[src/rtl/noise_gate.sv]
// Noise gate: envelope follower plus a five-state gain FSM that ramps a 9-bit
// gain (256 = unity) and scales each ADC sample; three-clock fixed latency.
module noise_gate (
  input  logic        clk,
  input  logic        wb_rst_i,
  input  logic        adc_clock,
  input  logic [15:0] audio_in,
  input  logic [7:0]  threshold,
  input  logic [7:0]  hold_time,
  input  logic [7:0]  attack_step,
  input  logic [7:0]  release_step,
  input  logic        bypass,
  output logic [15:0] audio_out,
  output logic        out_valid,
  output logic        gate_open,
  output logic [2:0]  state
);

  typedef enum logic [2:0] {
    CLOSED  = 3'd0,
    ATTACK  = 3'd1,
    OPEN    = 3'd2,
    HOLD    = 3'd3,
    RELEASE = 3'd4
  } st_t;

  st_t         st;
  logic        adc_q;
  logic        ev;
  logic [1:0]  vld_pipe;
  logic [15:0] smp;
  logic [15:0] env;
  logic [15:0] mag;
  logic [8:0]  g;
  logic [7:0]  hold_cnt;
  logic [15:0] open_th;
  logic [15:0] close_th;
  logic [9:0]  atk_sum;
  logic        atk_full;
  logic        rel_zero;
  logic [8:0]  rel_diff;
  logic signed [25:0] smp_x;
  logic signed [25:0] g_x;
  logic signed [25:0] prod;

  assign ev       = adc_clock & ~adc_q;
  assign open_th  = {threshold, 8'h00};
  assign close_th = {1'b0, threshold, 7'h00};

  // -32768 has no positive counterpart; clamp it so the envelope stays 15-bit
  always_comb begin
    mag = audio_in;
    if (audio_in == 16'h8000) mag = 16'h7fff;
    else if (audio_in[15])    mag = ~audio_in + 16'd1;
  end

  assign atk_sum  = {1'b0, g} + {2'b00, attack_step};
  assign atk_full = (attack_step == 8'd0) || (atk_sum >= 10'd256);
  assign rel_zero = (release_step == 8'd0) || (g <= {1'b0, release_step});
  assign rel_diff = g - {1'b0, release_step};

  // g <= 256, so bits [23:8] of the product already hold the shifted result
  assign smp_x = {{10{smp[15]}}, smp};
  assign g_x   = {17'b0, g};
  assign prod  = smp_x * g_x;

  assign gate_open = (st == OPEN) || (st == HOLD);
  assign state     = st;

  always_ff @(posedge clk) begin
    if (wb_rst_i) begin
      adc_q     <= 1'b1;
      vld_pipe  <= '0;
      smp       <= '0;
      env       <= '0;
      g         <= '0;
      hold_cnt  <= '0;
      st        <= CLOSED;
      audio_out <= '0;
      out_valid <= 1'b0;
    end else begin
      adc_q     <= adc_clock;
      vld_pipe  <= {vld_pipe[0], ev};
      out_valid <= vld_pipe[1];

      if (ev) begin
        smp <= audio_in;
        env <= (mag > env) ? mag : env - (env >> 4);
      end

      if (vld_pipe[0]) begin
        case (st)
          CLOSED: begin
            if (env >= open_th) begin
              // the first attack increment is applied on the opening step
              if (atk_full) begin
                g  <= 9'd256;
                st <= OPEN;
              end else begin
                g  <= atk_sum[8:0];
                st <= ATTACK;
              end
            end else begin
              g <= 9'd0;
            end
          end
          ATTACK: begin
            if (atk_full) begin
              g  <= 9'd256;
              st <= OPEN;
            end else begin
              g <= atk_sum[8:0];
            end
          end
          OPEN: begin
            g <= 9'd256;
            if (env < close_th) begin
              hold_cnt <= hold_time;
              st       <= HOLD;
            end
          end
          HOLD: begin
            if (env >= open_th)        st <= OPEN;
            else if (hold_cnt == 8'd0) st <= RELEASE;
            else                       hold_cnt <= hold_cnt - 8'd1;
          end
          RELEASE: begin
            if (env >= open_th) begin
              st <= ATTACK;
            end else if (rel_zero) begin
              g  <= 9'd0;
              st <= CLOSED;
            end else begin
              g <= rel_diff;
            end
          end
          default: begin
            g  <= 9'd0;
            st <= CLOSED;
          end
        endcase
      end

      if (vld_pipe[1]) audio_out <= bypass ? smp : prod[23:8];
    end
  end

endmodule

[config.mk]
export PLATFORM = sky130hd
export DESIGN_NAME = noise_gate
export DESIGN_NICKNAME = d
export VERILOG_FILES = /design/src/rtl/noise_gate.sv
export SDC_FILE = /design/constraint.sdc
export NUM_CORES = 1
export LEC_CHECK = 0
export CAP_MARGIN = 20
export CORE_UTILIZATION = 45
export DETAILED_ROUTE_END_ITERATION = 7
export GPL_ROUTABILITY_DRIVEN = 1
export PLACE_DENSITY = 0.64
export SKIP_CTS_REPAIR_TIMING = 1
export SLEW_MARGIN = 10
export SYNTH_ARGS = -nofsm -noshare
export SYNTH_HDL_FRONTEND = slang
export SYNTH_SLANG_ARGS = --single-unit
[constraint.sdc]
create_clock -name clk -period 9.7 [get_ports clk]
set_clock_uncertainty 0.1 [all_clocks]
set_input_delay 2.425 -clock clk [delete_from_list [all_inputs] [get_ports clk]]
set_output_delay 2.425 -clock clk [all_outputs]
set_load 0.05 [all_outputs]
==> results.cfg <==
[finish]
final_cells = 1607
layout-area-overhead-vs-synth_pct = 11.5
layout-drive-gt1-share = 0.0295
nNetsFinal = 1598
regArea_um2 = 1440
multi_input_area_um2 = 8070
fill_cells = 2169
antenna_cells = 0
post-route-util = 0.513

[timing]
fin_ws_ps = 2690
worst_pin_slew_ps = 1070
fin_crit_ps = 7010
rsz0062_at_grt = false
setup_tns_ps = 0
finalHoldViolations = 0
setup_viol = 0
slew_violations = 0
fmax_mhz = 143
fin_crit_sh = 0.723
relSlewSlack = 0.288

[floorplanning]
rows = 55
initial_core_util = 0.460
die_h_um = 154
die_area_um2 = 23700
die_w_um = 154
core_um2 = 22600
ios = 73

[clock_tree]
clkTransAtPathRegs_ps = 70
cts_tree = yes
cts_buffers = 9
cts_buffer_depth = 2
cts-root-buf = clkbuf_16
clk_latency_ps = 350
clock-sinks = 72
htreeDepth = 3

[run]
drv_cap = 0

[logic_synthesis]
async_reset_ff_frac = 0
yosys_warnings = 0
synth_cells = 1290
syn_area_um2 = 10400
synth_edf_count = 0
synthDistinctLibCells = 70
ys_ff_latch = 72
syn_avg_cell_area_um2 = 8.07
synth_ff_type = dfxtp_1
synth_sequential_area_ratio = 0.138
syn_nets = 1571

[placed_design]
place_inst = 1591
portBuffers = 72
dp_hpwl_mm = 21.2
gp_congestion = 0.917
dp_worst_setup_slack_ps = 2380

[global_route]
first_global_vias = 8821
grt_pass1_wl_mm = 46.2
grtUsageMet1 = 0.336
use_met2 = 0.413
grt_use_met3 = 0.0364
grt_overflow = 0
busiest_layer = met2
track_usage = 0.246
grt_max_degree = 54
antenna_found_initial = 0

[drt]
drc = 0
wl_per_cell_um = 17.3
avgViaCountPerCell = 5.64
drt_first_pass_iters = 5
ant_nets = 0
drt_wl_total_mm = 27.8
via_count = 9070
drtIter0Drc = 487

[critical_path]
path_class = in2reg
crit_required_ps = 9850
critPathCaptureType = flip-flop
worstPathArrival_ps = 7160
crit_path_max_fanout = 14
critPathLaunchType = input port

[pwr]
leakage_nw = 5.47
power.density_nw_per_um2 = 83.9
total_power_uw = 974
peakVddDrop_uv = 93.1

[hold_path]
min-delay-path-class = reg2reg

[status]
status = finished, final reports clean
-- layout by cell type (no fill, tap or decap), types with 8 or more instances in the layout --
cell type,synthesis,routed
nand2b_1,9,9
xor2_1,23,23
o31ai_1,8,8
nor3_1,22,22
nor4_1,10,10
nor2b_1,16,15
nand4_1,10,10
dfxtp_1,72,72
and2_1,71,71
clkbuf_16,0,9
a21oi_1,78,78
nand3_1,20,20
nor2_1,46,46
fa_1,117,117
a31oi_1,16,16
mux2i_1,9,9
clkdlybuf4s50_1,0,71
ha_1,112,112
nand2_1,179,179
o21ai_0,66,66
o21a_1,9,9
inv_1,179,179
o211ai_1,17,17
a21o_1,10,10
xnor2_1,25,25
-- power by group --
group	switching, mW	leakage, nW	internal (mW)	total, mW
logic	0.167	4.74	0.117	0.283
registers	0.0181	0.584	0.305	0.323
clock network	0.157	0.154	0.210	0.367
-- critical path, stage by stage --
cell and delay, ps:
clkdlybuf4s50_1 510, nor4_1 530, nand4_1 190, or3_1 410, nand2b_1 390, o211ai_1 260, ha_1 300, nor2b_1 140
o21a_1 150, o21ai_0 140, a211oi_1 100, nor4_1 540, or2_2 490, mux2_2 380, a32o_1 190
-- worst paths after layout --
path                from       endpoint  slack (ps)  depth (start not counted)
min reg2reg  hold_cnt[6]    hold_cnt[6]         380                          2
max reg2reg         g[1]  audio_out[12]        3380                         21
max          audio_in[6]        env[13]        2690                         15
min          hold_cnt[6]    hold_cnt[6]         380                          2
-- sequential cells by signal (all words and copies together) (netlist names) --
signal / flops
env: 16
audio_out: 16
hold_cnt: 8
g: 9
adc_q: 1
vld_pipe: 2
smp: 16
state: 3
out_valid: 1
-- per-layer routing --
metal  vias to the layer above  routed length (µm)
met1                      4394               12800
li1                       4383                   -
met4                         0                 387
met2                       264               13100
met3                        29                1480
met5                         -                   0
-- metrics by stage --
step                hold WS (ps)  cell area, µm²
detailed placement           371           11300
global route                 398           11600
CTS                          383           11600
finish                       378           11600
floorplan                    345           10400
global placement             362           11300
-- area by class of cell --
type / count / share of cell area
Inverter: 179 / 0.0579
Sequential cell: 72 / 0.124
Tap cell: 285 / 0.0307
Clock buffer: 10 / 0.0206
Clock inverter: 6 / 0.00636
Multi-Input combinational cell: 977 / 0.695
Timing Repair Buffer: 78 / 0.0655
-- cells in the mapped netlist (3+ instances only) --
cell type  count  area [µm²]
a2111o_1       3        33.8
a211oi_1       7        52.6
a21o_1        10        75.1
a21oi_1       78         390
a22o_1         3        26.3
a22oi_1        7        52.6
a311oi_1       7        61.3
a31oi_1       16         100
and2_1        71         444
and3_1         5        31.3
buf_1          3        11.3
clkbuf_1      58         218
dfxtp_1       72        1440
fa_1         117        2340
ha_1         112        1400
inv_1        179         672
mux2i_1        9        90.1
nand2_1      179         672
nand2b_1       9        56.3
nand3_1       20         100
nand4_1       10        62.6
nor2_1        46         173
nor2b_1       16         100
nor3_1        22         110
nor3b_1        3        22.5
nor4_1        10        62.6
nor4b_1        4        35.0
o211a_1        6        60.1
o211ai_1      17         128
o21a_1         9        67.6
o21ai_0       66         330
o21bai_1       3        22.5
o221ai_1       3        26.3
o31a_1         3        26.3
o31ai_1        8        60.1
o41ai_1        3        26.3
or2_2          6        37.5
or3_1          3        18.8
or4_1          4        30.0
xnor2_1       25         219
xor2_1        23         201
-- logic make-up after synthesis --
family	Yosys count	synth area share
compound gates	269	0.166
mux	10	0.00974
fa+ha+maj	229	0.360
xor+xnor	48	0.0404
simple gates	421	0.199
buf+inv	241	0.0870
flops	72	0.138
Power figures use the tool's default switching activity.
